[config.mk]
export PLATFORM = sky130hd
export DESIGN_NAME = mul32_seq
export DESIGN_NICKNAME = d
export VERILOG_FILES = /design/src/rtl/mul_pkg.sv /design/src/rtl/mul32_seq.sv
export SDC_FILE = /design/constraint.sdc
export NUM_CORES = 1
export LEC_CHECK = 0
export CORE_MARGIN = 2
export CORE_UTILIZATION = 35
export DETAILED_ROUTE_END_ITERATION = 8
export GPL_TIMING_DRIVEN = 0
export PLACE_DENSITY = 0.53
export REMOVE_ABC_BUFFERS = 1
export SKIP_CTS_REPAIR_TIMING = 1
export SYNTH_ARGS = -nofsm -noshare
export SYNTH_HDL_FRONTEND = slang
export SYNTH_SLANG_ARGS = --single-unit
export TNS_END_PERCENT = 100
[constraint.sdc]
create_clock -name clk -period 6.9 [get_ports clk]
set_input_delay 1.035 -clock clk [delete_from_list [all_inputs] [get_ports clk]]
set_output_delay 1.035 -clock clk [all_outputs]
set_load 0.005 [all_outputs]
[src/rtl/mul_pkg.sv]
// Shared types and constants for the sequential 32x32 multiplier.
package mul_pkg;

  // Operation encodings carried on the op port
  typedef enum logic [1:0] {
    OP_MUL    = 2'd0,  // low 32 bits
    OP_MULH   = 2'd1,  // signed x signed, high 32
    OP_MULHSU = 2'd2,  // signed x unsigned, high 32
    OP_MULHU  = 2'd3   // unsigned x unsigned, high 32
  } op_e;

  typedef enum logic [2:0] {
    S_IDLE  = 3'd0,
    S_ISSUE = 3'd1,
    S_DRAIN = 3'd2,
    S_FIX   = 3'd3,
    S_DONE  = 3'd4
  } state_e;

  // Edges from accept to out_valid rising
  localparam int MUL_LAT = 6;
  // Number of 16x16 partial products per request
  localparam int NUM_PARTS = 4;

  // Latched request: operand magnitudes plus the sign of the product
  typedef struct packed {
    op_e         op;
    logic [31:0] a_mag;
    logic [31:0] b_mag;
    logic        neg;
  } req_t;

  // Build the latched request. |0x80000000| = 0x80000000 still fits in
  // 32 unsigned bits, so no extra magnitude bit is needed.
  function automatic req_t make_req(input op_e o, input logic [31:0] a,
                                    input logic [31:0] b);
    req_t r;
    logic sa, sb;
    sa      = (o == OP_MULH) || (o == OP_MULHSU);
    sb      = (o == OP_MULH);
    r.op    = o;
    r.a_mag = (sa && a[31]) ? (~a + 32'd1) : a;
    r.b_mag = (sb && b[31]) ? (~b + 32'd1) : b;
    r.neg   = (sa && a[31]) ^ (sb && b[31]);
    return r;
  endfunction

  // 16-bit operand halves for partial product idx: LL, LH, HL, HH
  function automatic logic [31:0] part_ops(input req_t r, input logic [1:0] idx);
    logic [15:0] ah, bh;
    ah = idx[1] ? r.a_mag[31:16] : r.a_mag[15:0];
    bh = idx[0] ? r.b_mag[31:16] : r.b_mag[15:0];
    return {ah, bh};
  endfunction

  // Left shift applied when partial product idx is accumulated
  function automatic logic [63:0] part_shift(input logic [31:0] p,
                                             input logic [1:0] idx);
    logic [63:0] w;
    w = {32'd0, p};
    case (idx)
      2'd0:    return w;
      2'd3:    return w << 32;
      default: return w << 16;
    endcase
  endfunction

  // Apply sign and pick the requested half of the 64-bit product
  function automatic logic [31:0] select_result(input op_e o, input logic neg,
                                                input logic [63:0] acc);
    logic [63:0] full;
    full = neg ? (~acc + 64'd1) : acc;
    return (o == OP_MUL) ? full[31:0] : full[63:32];
  endfunction

endpackage

[src/rtl/mul32_seq.sv]
// Sequential 32x32 multiplier built from four 16x16 passes through an
// external registered 18x18 signed multiplier. Magnitudes are multiplied
// unsigned and the sign is fixed up once at the end.
module mul32_seq
  import mul_pkg::*;
(
  input  logic        clk,
  input  logic        rst,
  input  logic        in_valid,
  output logic        in_ready,
  input  logic [1:0]  op,
  input  logic [31:0] a,
  input  logic [31:0] b,
  input  logic        kill,
  output logic        out_valid,
  input  logic        out_ready,
  output logic [31:0] result,
  output logic        mult_en,
  output logic [17:0] mult_a,
  output logic [17:0] mult_b,
  input  logic [35:0] mult_p
);

  state_e      state;
  logic [1:0]  cnt;
  req_t        req;
  req_t        new_req;
  logic [63:0] acc;
  logic        pend_vld;
  logic [1:0]  pend_sel;
  logic        accept;
  logic [31:0] first_ops;
  logic [31:0] next_ops;

  // Upper product bits are always zero for zero-extended 16-bit operands
  logic unused_p_hi;
  assign unused_p_hi = ^mult_p[35:32];

  assign in_ready  = (state == S_IDLE);
  assign accept    = in_valid && in_ready;
  assign new_req   = make_req(op_e'(op), a, b);
  assign first_ops = part_ops(new_req, 2'd0);
  assign next_ops  = part_ops(req, cnt + 2'd1);

  // Control FSM: issues the four partial products, then sign-fixes and
  // holds the result until the consumer takes it. kill beats everything.
  always_ff @(posedge clk or posedge rst) begin
    if (rst) begin
      state     <= S_IDLE;
      cnt       <= 2'd0;
      req       <= '0;
      mult_en   <= 1'b0;
      mult_a    <= '0;
      mult_b    <= '0;
      out_valid <= 1'b0;
      result    <= '0;
    end else if (kill && state != S_IDLE) begin
      state     <= S_IDLE;
      cnt       <= 2'd0;
      mult_en   <= 1'b0;
      mult_a    <= '0;
      mult_b    <= '0;
      out_valid <= 1'b0;
    end else begin
      case (state)
        S_IDLE: begin
          if (accept) begin
            req     <= new_req;
            cnt     <= 2'd0;
            mult_en <= 1'b1;
            mult_a  <= {2'b00, first_ops[31:16]};
            mult_b  <= {2'b00, first_ops[15:0]};
            state   <= S_ISSUE;
          end
        end
        S_ISSUE: begin
          if (cnt == 2'(NUM_PARTS - 1)) begin
            mult_en <= 1'b0;
            mult_a  <= '0;
            mult_b  <= '0;
            state   <= S_DRAIN;
          end else begin
            cnt    <= cnt + 2'd1;
            mult_a <= {2'b00, next_ops[31:16]};
            mult_b <= {2'b00, next_ops[15:0]};
          end
        end
        S_DRAIN: state <= S_FIX;
        S_FIX: begin
          result    <= select_result(req.op, req.neg, acc);
          out_valid <= 1'b1;
          state     <= S_DONE;
        end
        S_DONE: begin
          if (out_ready) begin
            out_valid <= 1'b0;
            state     <= S_IDLE;
          end
        end
        default: state <= S_IDLE;
      endcase
    end
  end

  // Accumulator: each product lands one cycle after its issue cycle, so the
  // issue index is delayed one stage and used to pick the shift.
  always_ff @(posedge clk or posedge rst) begin
    if (rst) begin
      acc      <= '0;
      pend_vld <= 1'b0;
      pend_sel <= 2'd0;
    end else begin
      pend_vld <= mult_en;
      pend_sel <= cnt;
      if (accept)
        acc <= '0;
      else if (pend_vld)
        acc <= acc + part_shift(mult_p[31:0], pend_sel);
    end
  end

endmodule

# Yosys cells after proc, flatten, opt, wreduce, memory -nomap -nowiden
# Cells that the tools add are included.
# totals
inputBits	107
output_inout_bits	71
elab_cells	90
register_bits	209
# classes
addsub	5
mux	35
reduce_logical	19
eq_ne	12
bitwise_logic	5
# ops
cell	count
$mux 64	5
$pmux 64 s2	1
$mux 32	3
$mux 18	4
$pmux 18 s2	2
$add 32x1->32 const B	2
$add 64x1->64 const B	1
$add 64x64->64	1
$mux 16	4
$not 32->32	2
$not 64->64	1
$pmux 3 s5	1
$mux 3	4
$reduce_and 3->1	4
$ne 3x3->1 const B	3
$reduce_bool 3->1	3
$eq 2x2->1 const B	3
$eq 3x2->1 const B	2
$mux 2	3
$reduce_and 2->1	3
$mux 1	5
$logic_and 1x1->1	4
$logic_not 2->1	2
$pmux 1 s2	2
11 further kinds	11

# Depth between registers and ports, before layout
# Gate-level depths: netlist (run 1).
# logic_depth
word_depth	7
mapped_depth	20
depth_no_buf	18

# Least setup slack after synthesis (run 1)
# Ideal clock, no wire load.
# synth_timing
kind	register -> register
from	reg pend_sel[0]
to	reg acc[43]
t_required_ns	6.767
arrival_time_ns	3.901
slack_ns	2.866
path_buffers	4
path_stages_with_launch	20
cell_sequence	dfrtp_1 inv_1 ha_1 clkbuf_1 clkbuf_1 buf_1 nand2_1 o21ai_0 ha_1 clkbuf_1 nand4_1 or4_1 a21oi_1 nand2b_1 a41oi_1 o21bai_1 a21boi_0 o311ai_0 xnor2_1 a21oi_1
# synth_via
elab_chain_cells	7
elab_cells_between_ends	8
cone_classes	add/sub (1); eq/ne (1); mux (5); reduce/logical (1)
# synth_lines
item	line_no	source
start, declared	mul32_seq.sv:30	logic [1:0] pend_sel;
start signal, assigned	mul32_seq.sv:114	pend_sel <= cnt;
$eq 2x2->1 or $logic_not 2->1 (tied branches)	mul_pkg.sv:61	case (idx)
$pmux 64 s2 (*)	mul_pkg.sv:61	
$mux 64 (*)	mul32_seq.sv:117	else if (pend_vld)
$mux 64 (*)	mul32_seq.sv:115	if (accept)
$add 64x64->64 (*)	mul32_seq.sv:118	acc <= acc + part_shift(mult_p[31:0], pend_sel);
$mux 64 (*)	mul32_seq.sv:117	
$mux 64 (*)	mul32_seq.sv:115	
end signal, assigned	mul32_seq.sv:118	
end, declared	mul32_seq.sv:28	logic [63:0] acc;
# Mark *: on every way between the ends. The rest lies on a longest branch, timed or not. The select of a mux whose other input is x is not followed.
# A chain may end at the register's enable or synchronous reset.

# Worst setup path after layout (run 1)
# layout_timing
from	reg pend_sel[0]
to	reg acc[58]
# Same word-level chain as after synthesis.

==> results of run 1 <==
metrics by stage:
step | hold WS (ns) | area, um^2 | setup WS (ns) | TNS (ns)
global placement | 0.3836 | 17510 | -3.095 | -630.47
detailed placement | 0.3933 | 17780 | 0.5988 | 0
floorplan | 0.3774 | 15070 | 0.2692 | 0
global route | 0.4242 | 18670 | 0.5881 | 0
CTS | 0.4012 | 18660 | 0.4808 | 0
finish | 0.3989 | 18670 | 0.9764 | 0
layout make-up:
cell class | count | share of cell area (%)
sequential | 205 | 27.51
multi-input combinational | 1542 | 52.91
clock inverter | 12 | 0.6837
inverter | 32 | 0.6837
timing repair buffer | 178 | 10.23
clock buffer | 36 | 4.015
tap | 592 | 3.968
cells by family after synthesis:
| family | after synthesis | share of synthesized area (%) |
|---|---|---|
| muxes | 91 | 5.897 |
| AOI/OAI and AO/OA | 546 | 21.83 |
| buffers and inverters | 147 | 3.662 |
| DFF | 205 | 33.08 |
| xor gates and xnor gates | 175 | 9.882 |
| other | 1 | 0.02418 |
| adders and majority gates | 79 | 6.421 |
| and+or+nand+nor | 647 | 19.21 |
registers in the layout, summed over array words and instances (netlist names):
signal     flops
result        32
cnt            2
acc           64
pend_vld       1
mult_en        1
out_valid      1
state          3
mult_b        16
req           67
mult_a        16
pend_sel       2
routing by layer:
layer | share of wire (%) | up-vias | wire (um)
met5 | 0 | - | 0
met4 | 3.2 | 0 | 1623
met3 | 5.4 | 70 | 2797
met2 | 45 | 397 | 23090
met1 | 46 | 6794 | 23820
li1 | - | 6926 | -
power by group through the flow:
stage / clock network, mW / registers [mW] / logic [mW]
2_1_floorplan: 0 / 1.82 / 2.00
3_3_place_gp: 0 / 1.97 / 2.86
3_5_place_dp: 0 / 1.93 / 2.93
4_1_cts: 1.45 / 1.92 / 2.95
5_1_grt: 1.49 / 1.97 / 3.28
6_report: 1.42 / 1.92 / 2.95
layout by cell type (no fill, tap or decap), drive strengths merged, types with 16 or more instances in the layout:
| cell type | count |
|---|---|
| clkbuf | 36 |
| nand2 | 305 |
| a22o | 17 |
| ha | 78 |
| nor2 | 130 |
| a21o | 24 |
| nor3 | 24 |
| or3 | 16 |
| dfrtp | 205 |
| o31ai | 33 |
| inv | 33 |
| o41ai | 21 |
| and2 | 39 |
| a32o | 30 |
| nand4 | 27 |
| xor2 | 80 |
| a21oi | 123 |
| mux2i | 88 |
| o21bai | 17 |
| clkdlybuf4s50 | 169 |
| nand3 | 22 |
| xnor2 | 95 |
| or4 | 18 |
| o21ai | 231 |
worst reg2reg max path, cell delays in order (launching register included):
cell and delay [ns]:
dfrtp_1 0.38, inv_1 0.06, ha_2 0.52, nor2b_1 0.93, and2_1 0.28, ha_1 0.18, inv_1 0.06, fa_1 0.41
nor2b_1 0.17, o211ai_1 0.11, a21oi_1 0.28, o211a_1 0.25, o41ai_1 0.19, o31ai_1 0.66, a31oi_1 0.43, o41ai_1 0.53
xor2_1 0.13, mux2i_1 0.16, nor2_1 0.06
how the worst max path moves through the flow:
| stage | startpoint | end | slack (ns) |
|---|---|---|---|
| final | pend_sel[0]$_DFF_PP0_ | acc[58]$_DFFE_PP0P_ | 0.98 |
| after detailed placement | pend_sel[0]$_DFF_PP0_ | acc[62]$_DFFE_PP0P_ | 0.60 |
| after CTS | pend_sel[0]$_DFF_PP0_ | acc[62]$_DFFE_PP0P_ | 0.48 |
| after global routing | pend_sel[0]$_DFF_PP0_ | acc[58]$_DFFE_PP0P_ | 0.59 |
| after global placement | rst | mult_a[8]$_DFFE_PP0P_ | -3.10 |
| after floorplan | rst | acc[0]$_DFFE_PP0P_ | 0.27 |
==> impl_results.html, run 1 <==
<table>
<tr><th>Metric</th><th>Value</th></tr>
<tr><th colspan="2">Detailed routing</th></tr>
<tr><td>Via density</td><td>5.463</td></tr>
<tr><td>Final routed DRC violation total</td><td>0</td></tr>
<tr><td>Total detailed-routing wirelength</td><td>51340 um</td></tr>
<tr><td>Initial DRC count</td><td>1002</td></tr>
<tr><td>Wire length per cell</td><td>19.77 um</td></tr>
<tr><td>Remaining antenna violation count after routing</td><td>0</td></tr>
<tr><td>Via count</td><td>14187</td></tr>
<tr><td>Iteration count of the initial detailed-routing pass</td><td>5</td></tr>
<tr><th colspan="2">STA</th></tr>
<tr><td>Maximum operating frequency</td><td>0.1688 GHz</td></tr>
<tr><td>Shortest period the worst path allows</td><td>5.924 ns</td></tr>
<tr><td>Final Hold Viols</td><td>0</td></tr>
<tr><td>Worst Skew</td><td>0.03246 ns</td></tr>
<tr><td>Final period util</td><td>85.85%</td></tr>
<tr><td>Max-slew headroom at the worst pin</td><td>14.33%</td></tr>
<tr><td>Final slew viol count</td><td>0</td></tr>
<tr><td>Worst Tran Pin Value</td><td>1.282 ns</td></tr>
<tr><td>Number of failing setup endpoints in the final timing report</td><td>0</td></tr>
<tr><td>RSZ-0062 raised after global routing</td><td>false</td></tr>
<tr><th colspan="2">Synthesis</th></tr>
<tr><td>Seq/Total Area, Yosys</td><td>33.08%</td></tr>
<tr><td>Most instantiated flip-flop cell in the synthesis netlist</td><td>dfrtp_1</td></tr>
<tr><td>Most frequently used cell type in the post-synthesis netlist</td><td>nand2_1</td></tr>
<tr><td>Cell taking the most area after synthesis</td><td>dfrtp_1</td></tr>
<tr><td>Number of distinct library cell variants in the gate-level netlist after synthesis</td><td>67</td></tr>
<tr><td>Number of enable-type register cells in the synthesized netlist</td><td>0</td></tr>
<tr><td>Commonest cells in the netlist</td><td>nand2_1 (305), o21ai_0 (222), dfrtp_1 (205)</td></tr>
<tr><td>Portion of synthesized cell area occupied by the leading cell type</td><td>33.08%</td></tr>
<tr><td>Synthesis warning total</td><td>0</td></tr>
<tr><td>Async set or reset register ratio after synthesis</td><td>100.0%</td></tr>
<tr><td>Instance count of the mapped netlist</td><td>1891</td></tr>
<tr><td>Mean Syn Cell Area</td><td>8.202 um^2</td></tr>
<tr><td>Total of flip-flops plus latches after synthesis</td><td>205</td></tr>
<tr><td>Synth area leaders</td><td>dfrtp_1 (33%), nand2_1 (7.4%), o21ai_0 (7.2%), ha_1 (6.3%), mux2i_1 (5.7%)</td></tr>
<tr><td>Post-Synthesis Cell Area</td><td>15510 um^2</td></tr>
<tr><th colspan="2">Global routing</th></tr>
<tr><td>Fraction of met1 tracks used by global routing</td><td>29.96%</td></tr>
<tr><td>Remaining global-route overflow</td><td>0</td></tr>
<tr><td>Routing layer with the top usage in global route</td><td>met2</td></tr>
<tr><td>Via count of the first global-routing pass</td><td>13902</td></tr>
<tr><td>Maximum number of pins on one net before global-route repair</td><td>105</td></tr>
<tr><td>Wire length of the first global-routing pass</td><td>79940 um</td></tr>
<tr><td>Met2 track utilization from global routing</td><td>35.23%</td></tr>
<tr><td>Met3 Usage GRT</td><td>3.645%</td></tr>
<tr><td>Number of antenna violations at the first check in global routing</td><td>0</td></tr>
<tr><td>Total global-route track usage</td><td>21.93%</td></tr>
<tr><th colspan="2">Final layout</th></tr>
<tr><td>Area overhead of the layout relative to synthesis</td><td>20.35%</td></tr>
<tr><td>Count of non-filler cells in the finished layout</td><td>2597</td></tr>
<tr><td>Area of the multi-input gates</td><td>9877 um^2</td></tr>
<tr><td>Fill cell count</td><td>4426</td></tr>
<tr><td>Final core utilization</td><td>42.49%</td></tr>
<tr><td>Area occupied by registers</td><td>5135 um^2</td></tr>
<tr><td>Fraction of layout cells with a size suffix above 1</td><td>4.140%</td></tr>
<tr><td>Number of inserted diodes</td><td>0</td></tr>
<tr><td>Net total in the final layout</td><td>2172</td></tr>
<tr><th colspan="2">Pwr</th></tr>
<tr><td>Switching pwr</td><td>2.682 mW</td></tr>
<tr><td>Total Power</td><td>6.286 mW</td></tr>
<tr><td>Internal cell power</td><td>3.604 mW</td></tr>
<tr><td>Switching share of power</td><td>42.66%</td></tr>
<tr><td>Sequential share of power</td><td>30.6%</td></tr>
<tr><td>Pwr Density</td><td>336.8 nW/um^2</td></tr>
<tr><td>Clock network power share</td><td>22.5%</td></tr>
<tr><td>Worst VDD drop</td><td>0.0002703 V</td></tr>
<tr><td>Leakage power</td><td>8.044 nW</td></tr>
<tr><td>Part of the power in combinational logic</td><td>46.9%</td></tr>
<tr><th colspan="2">Status</th></tr>
<tr><td>Result of the run</td><td>finished clean</td></tr>
<tr><th colspan="2">Worst hold path</th></tr>
<tr><td>Kind of path behind the tightest hold check</td><td>flop to flop</td></tr>
<tr><td>Critical hold path startpoint</td><td>mult_en$_DFFE_PP0P_</td></tr>
<tr><td>Worst hold path depth</td><td>0</td></tr>
<tr><td>Worst Hold Endpoint</td><td>pend_vld$_DFF_PP0_</td></tr>
<tr><th colspan="2">Setup path</th></tr>
<tr><td>Crit-path slowest cell</td><td>nor2b_1</td></tr>
<tr><td>FF-to-FF path depth</td><td>18</td></tr>
<tr><td>RR Endpoint</td><td>acc[58]$_DFFE_PP0P_</td></tr>
<tr><td>Critical path's largest stage delay</td><td>0.89 ns</td></tr>
<tr><td>Register-to-Register Setup Slack</td><td>0.98 ns</td></tr>
<tr><td>Cell family with most CP delay</td><td>compound AO/OA/AOI/OAI gates</td></tr>
<tr><td>Critical Path Start Type</td><td>flop</td></tr>
<tr><td>Kind of capture point of the worst setup path</td><td>flop</td></tr>
<tr><td>Largest fanout on the critical path</td><td>51</td></tr>
<tr><td>Total buffers and inverters traversed by the critical path</td><td>2</td></tr>
<tr><td>Launch instance of the worst register-to-register path</td><td>pend_sel[0]$_DFF_PP0_</td></tr>
<tr><td>Arrival time of data at the critical path endpoint</td><td>6.35 ns</td></tr>
<tr><td>Critical Path, Cell by Cell</td><td>inv_1 &gt; ha_2 &gt; nor2b_1 &gt; and2_1 &gt; ha_1 &gt; inv_1 &gt; fa_1 &gt; nor2b_1 &gt; o211ai_1 &gt; a21oi_1 &gt; o211a_1 &gt; o41ai_1 &gt; o31ai_1 &gt; a31oi_1 &gt; o41ai_1 &gt; xor2_1 &gt; mux2i_1 &gt; nor2_1</td></tr>
<tr><td>Critical path class</td><td>flop to flop</td></tr>
<tr><td>Req. time, crit path</td><td>7.33 ns</td></tr>
<tr><td>Cell depth of the worst setup path</td><td>18</td></tr>
<tr><th colspan="2">Floorplanning</th></tr>
<tr><td>Number of primary I/O pins</td><td>178</td></tr>
<tr><td>Horiz. Die Dim</td><td>214.5 um</td></tr>
<tr><td>Core area</td><td>43930 um^2</td></tr>
<tr><td>Initial Utilization</td><td>35.30%</td></tr>
<tr><td>Number of placement rows</td><td>77</td></tr>
<tr><td>Full die area</td><td>46010 um^2</td></tr>
<tr><td>Die Y-Extent</td><td>214.5 um</td></tr>
<tr><th colspan="2">Clock network</th></tr>
<tr><td>Maximum number of buffers from clock root to sink</td><td>3</td></tr>
<tr><td>Clock tree from TritonCTS</td><td>done</td></tr>
<tr><td>Clock-pin transition on the worst setup and hold timing paths</td><td>0.06 ns</td></tr>
<tr><td>Clock Latency Late Sink</td><td>0.58 ns</td></tr>
<tr><td>Number of buffers added by the clock tree synthesis step</td><td>27</td></tr>
<tr><td>Clock tree root buffer cell</td><td>clkbuf_16</td></tr>
<tr><td># H-tree levels</td><td>1</td></tr>
<tr><td>Clock tree sinks</td><td>205</td></tr>
<tr><th colspan="2">Flow run</th></tr>
<tr><td>Max-cap violation count</td><td>0</td></tr>
<tr><th colspan="2">Placement</th></tr>
<tr><td>Port Buf Inserts</td><td>169</td></tr>
<tr><td>Post-DP HPWL</td><td>38920 um</td></tr>
<tr><td>GP Congestion</td><td>0.8897</td></tr>
<tr><td>Count of placed standard cells including taps</td><td>2549</td></tr>
</table>
Power figures use the tool's default switching activity.
==> inputs of run 2 (changes only) <==
--- a/config.mk
+++ b/config.mk
@@ -8,6 +8,7 @@
 export CORE_MARGIN = 2
 export CORE_UTILIZATION = 35
 export DETAILED_ROUTE_END_ITERATION = 8
+export GPL_ROUTABILITY_DRIVEN = 0
 export GPL_TIMING_DRIVEN = 0
 export PLACE_DENSITY = 0.53
 export REMOVE_ABC_BUFFERS = 1
==> run 2 against run 1 <==
Net effect: critical path depth did not move; hold slack better by 0.012 ns; register-to-register slack lost 0.06 ns; clock-buffer cell count up 4; cell count stayed put; critical path type unchanged; largest power group unchanged; highest routed layer unchanged.
==> impl_results.html, run 2 (synthesis gave the netlist of run 1 again) <==
<table>
<tr><th>Metric</th><th>Value</th></tr>
<tr><th colspan="2">STA</th></tr>
<tr><td>Shortest period the worst path allows</td><td>5.979 ns (+0.05579 ns)</td></tr>
<tr><td>Worst Tran Pin Value</td><td>1.333 ns (+0.05061 ns)</td></tr>
<tr><td>Final Hold Viols</td><td>0 (unchanged)</td></tr>
<tr><td>Max-slew headroom at the worst pin</td><td>10.95% (-3.4 points)</td></tr>
<tr><td>Number of failing setup endpoints in the final timing report</td><td>0 (unchanged)</td></tr>
<tr><td>RSZ-0062 raised after global routing</td><td>false</td></tr>
<tr><td>Final period util</td><td>86.66% (+0.81 points)</td></tr>
<tr><td>Maximum operating frequency</td><td>0.1672 GHz (-0.93%)</td></tr>
<tr><td>Setup WS post-layout</td><td>0.9206 ns (-0.05579 ns)</td></tr>
<tr><td>Final slew viol count</td><td>0 (unchanged)</td></tr>
<tr><td>Worst Skew</td><td>0.01171 ns (-0.02075 ns)</td></tr>
<tr><th colspan="2">Floorplanning</th></tr>
<tr><td>Full die area</td><td>46010 um^2 (unchanged)</td></tr>
<tr><td>Core area</td><td>43930 um^2 (unchanged)</td></tr>
<tr><td>Number of placement rows</td><td>77 (unchanged)</td></tr>
<tr><td>Die Y-Extent</td><td>214.5 um (unchanged)</td></tr>
<tr><td>Number of primary I/O pins</td><td>178 (unchanged)</td></tr>
<tr><td>Initial Utilization</td><td>35.30% (unchanged)</td></tr>
<tr><td>Horiz. Die Dim</td><td>214.5 um (unchanged)</td></tr>
<tr><th colspan="2">Worst hold path</th></tr>
<tr><td>Kind of path behind the tightest hold check</td><td>flop to flop</td></tr>
<tr><td>Critical hold path startpoint</td><td>mult_en$_DFFE_PP0P_</td></tr>
<tr><th colspan="2">Clock network</th></tr>
<tr><td>Clock tree sinks</td><td>205 (unchanged)</td></tr>
<tr><td>Clock Latency Late Sink</td><td>0.56 ns (-0.02 ns)</td></tr>
<tr><td>Clock tree root buffer cell</td><td>clkbuf_16</td></tr>
<tr><td>Clock tree from TritonCTS</td><td>done</td></tr>
<tr><td>Number of buffers added by the clock tree synthesis step</td><td>26 (-3.7%)</td></tr>
<tr><td>Maximum number of buffers from clock root to sink</td><td>3 (unchanged)</td></tr>
<tr><td># H-tree levels</td><td>1 (unchanged)</td></tr>
<tr><td>Clock-pin transition on the worst setup and hold timing paths</td><td>0.06 ns (about the same)</td></tr>
<tr><th colspan="2">Global routing</th></tr>
<tr><td>Number of antenna violations at the first check in global routing</td><td>2 (+2)</td></tr>
<tr><td>Maximum number of pins on one net before global-route repair</td><td>122 (+16%)</td></tr>
<tr><td>Wire length of the first global-routing pass</td><td>78220 um (-2.1%)</td></tr>
<tr><td>Total global-route track usage</td><td>21.26% (-0.67 points)</td></tr>
<tr><td>Remaining global-route overflow</td><td>0 (unchanged)</td></tr>
<tr><td>Via count of the first global-routing pass</td><td>13571 (-2.4%)</td></tr>
<tr><th colspan="2">Flow run</th></tr>
<tr><td>Max-cap violation count</td><td>0 (unchanged)</td></tr>
<tr><th colspan="2">Final layout</th></tr>
<tr><td>Top library cells by usage in the layout, fill and taps aside</td><td>nand2_1 (304), o21ai_0 (222), dfrtp_1 (203), clkdlybuf4s50_1 (169), nor2_1 (129)</td></tr>
<tr><td>Number of flip-flops in the largest register</td><td>67 (unchanged)</td></tr>
<tr><td>Net total in the final layout</td><td>2171 (-0.046%)</td></tr>
<tr><td>Biggest regs</td><td>req (67), acc (64), result (32)</td></tr>
<tr><td>Count of non-filler cells in the finished layout</td><td>2597 (unchanged)</td></tr>
<tr><td>Most flops, register</td><td>req</td></tr>
<tr><td>Final core utilization</td><td>42.49% (about the same)</td></tr>
<tr><td>Fraction of layout cells with a size suffix above 1</td><td>4.090% (-0.050 points)</td></tr>
<tr><td>Area overhead of the layout relative to synthesis</td><td>20.35% (about the same)</td></tr>
<tr><td>Most common cell after layout, fill and taps aside</td><td>nand2_1</td></tr>
<tr><td>Number of inserted diodes</td><td>0 (unchanged)</td></tr>
<tr><th colspan="2">Setup path</th></tr>
<tr><td>Critical Path Start Type</td><td>flop</td></tr>
<tr><td>Largest fanout on the critical path</td><td>51 (unchanged)</td></tr>
<tr><td>Req. time, crit path</td><td>7.32 ns (about the same)</td></tr>
<tr><td>Critical path origin</td><td>pend_sel[1]$_DFF_PP0_</td></tr>
<tr><td>Register-to-Register Setup Slack</td><td>0.92 ns (-0.06 ns)</td></tr>
<tr><td>Kind of capture point of the worst setup path</td><td>flop</td></tr>
<tr><td>Arrival time of data at the critical path endpoint</td><td>6.40 ns (+0.05 ns)</td></tr>
<tr><td>Critical path class</td><td>flop to flop</td></tr>
<tr><td>Launch instance of the worst register-to-register path</td><td>pend_sel[1]$_DFF_PP0_</td></tr>
<tr><th colspan="2">Pwr</th></tr>
<tr><td>Worst VDD drop</td><td>0.0001929 V (-29%)</td></tr>
<tr><td>Leakage power</td><td>8.033 nW (-0.13%)</td></tr>
<tr><td>Pwr Density</td><td>334.9 nW/um^2 (-0.56%)</td></tr>
<tr><th colspan="2">Detailed routing</th></tr>
<tr><td>Initial DRC count</td><td>1069 (+6.7%)</td></tr>
<tr><td>Via density</td><td>5.446 (-0.31%)</td></tr>
<tr><td>Wire length per cell</td><td>19.25 um (-2.6%)</td></tr>
<tr><td>Via count</td><td>14143 (-0.31%)</td></tr>
<tr><td>Final routed DRC violation total</td><td>0 (unchanged)</td></tr>
<tr><td>Iteration count of the initial detailed-routing pass</td><td>7 (+2)</td></tr>
<tr><td>Total detailed-routing wirelength</td><td>50000 um (-2.6%)</td></tr>
<tr><td>Remaining antenna violation count after routing</td><td>0 (unchanged)</td></tr>
<tr><th colspan="2">Placement</th></tr>
<tr><td>Port Buf Inserts</td><td>169 (unchanged)</td></tr>
<tr><td>Count of placed standard cells including taps</td><td>2549 (unchanged)</td></tr>
<tr><td>Post-DP HPWL</td><td>37900 um (-2.6%)</td></tr>
<tr><td>Placement-stage worst setup slack</td><td>0.4447 ns (-0.1541 ns)</td></tr>
<tr><th colspan="2">Status</th></tr>
<tr><td>Result of the run</td><td>finished clean</td></tr>
</table>
[run 2: cell types whose count changed in the layout (fill, tap and decap cells not counted), sizes merged]
cell	before	now
bufinv	2	1
clkbuf	36	40
clkinv	8	4
clkinvlp	1	2
[run 2: final cells by class]
class	count	area, um^2
fill	4520	25270
multi-input combinational	1542	9873
sequential	205	5135
timing repair buffer	178	1897
clock buffer	40	793.3
tap	592	740.7
inverter	32	127.6
clock inverter	8	98.84
[run 2: path summary, 6_finish.rpt]
path | cells past startpoint | end
setup / recovery | 18 | acc[62]$_DFFE_PP0P_
hold / removal | 0 | pend_vld$_DFF_PP0_
setup reg to reg | 18 | acc[62]$_DFFE_PP0P_
hold reg to reg | 0 | pend_vld$_DFF_PP0_
max in group asynchronous | 3 | pend_vld$_DFF_PP0_
min in group asynchronous | 2 | acc[15]$_DFFE_PP0P_
[run 2: critical path: stages, from the launching register on]
cell and delay [ns]:
dfrtp_1 0.35, inv_1 0.05, ha_2 0.84, nor2b_1 0.42, and2_1 0.32, ha_1 0.21, inv_1 0.07, fa_1 0.21
nor2b_1 0.07, o211ai_1 0.18, a21oi_1 0.14, o211a_1 0.28, o41ai_1 1.06, o31ai_1 0.40, a31oi_1 0.59, o221ai_1 0.24
xor2_1 0.18, mux2i_1 0.14, nor2_1 0.05
[run 2: power by group]
part	internal, mW	total (mW)	switching, mW
clock	0.833	1.41	0.577
sequential	1.51	1.94	0.431
combinational	1.25	2.90	1.65
total	3.60	6.25	2.65
[run 2: routing by layer]
metal	global-route usage (%)	wire, um
met3	3.163	2629
met5	0	0
met4	6.111	1436
met1	29.60	23390
met2	34.25	22540
[run 2: stage by stage]
| step | power, mW | hold WS (ns) | instance area [um^2] | setup TNS [ns] |
|---|---|---|---|---|
| floorplan | 3.823 | 0.3774 | 15070 | 0 |
| global placement | 4.796 | 0.3803 | 17510 | -619.07 |
| detailed placement | 4.825 | 0.3873 | 17770 | 0 |
| CTS | 6.269 | 0.4093 | 18660 | 0 |
| global route | 6.704 | 0.4247 | 18670 | 0 |
| finish | 6.250 | 0.4104 | 18670 | 0 |
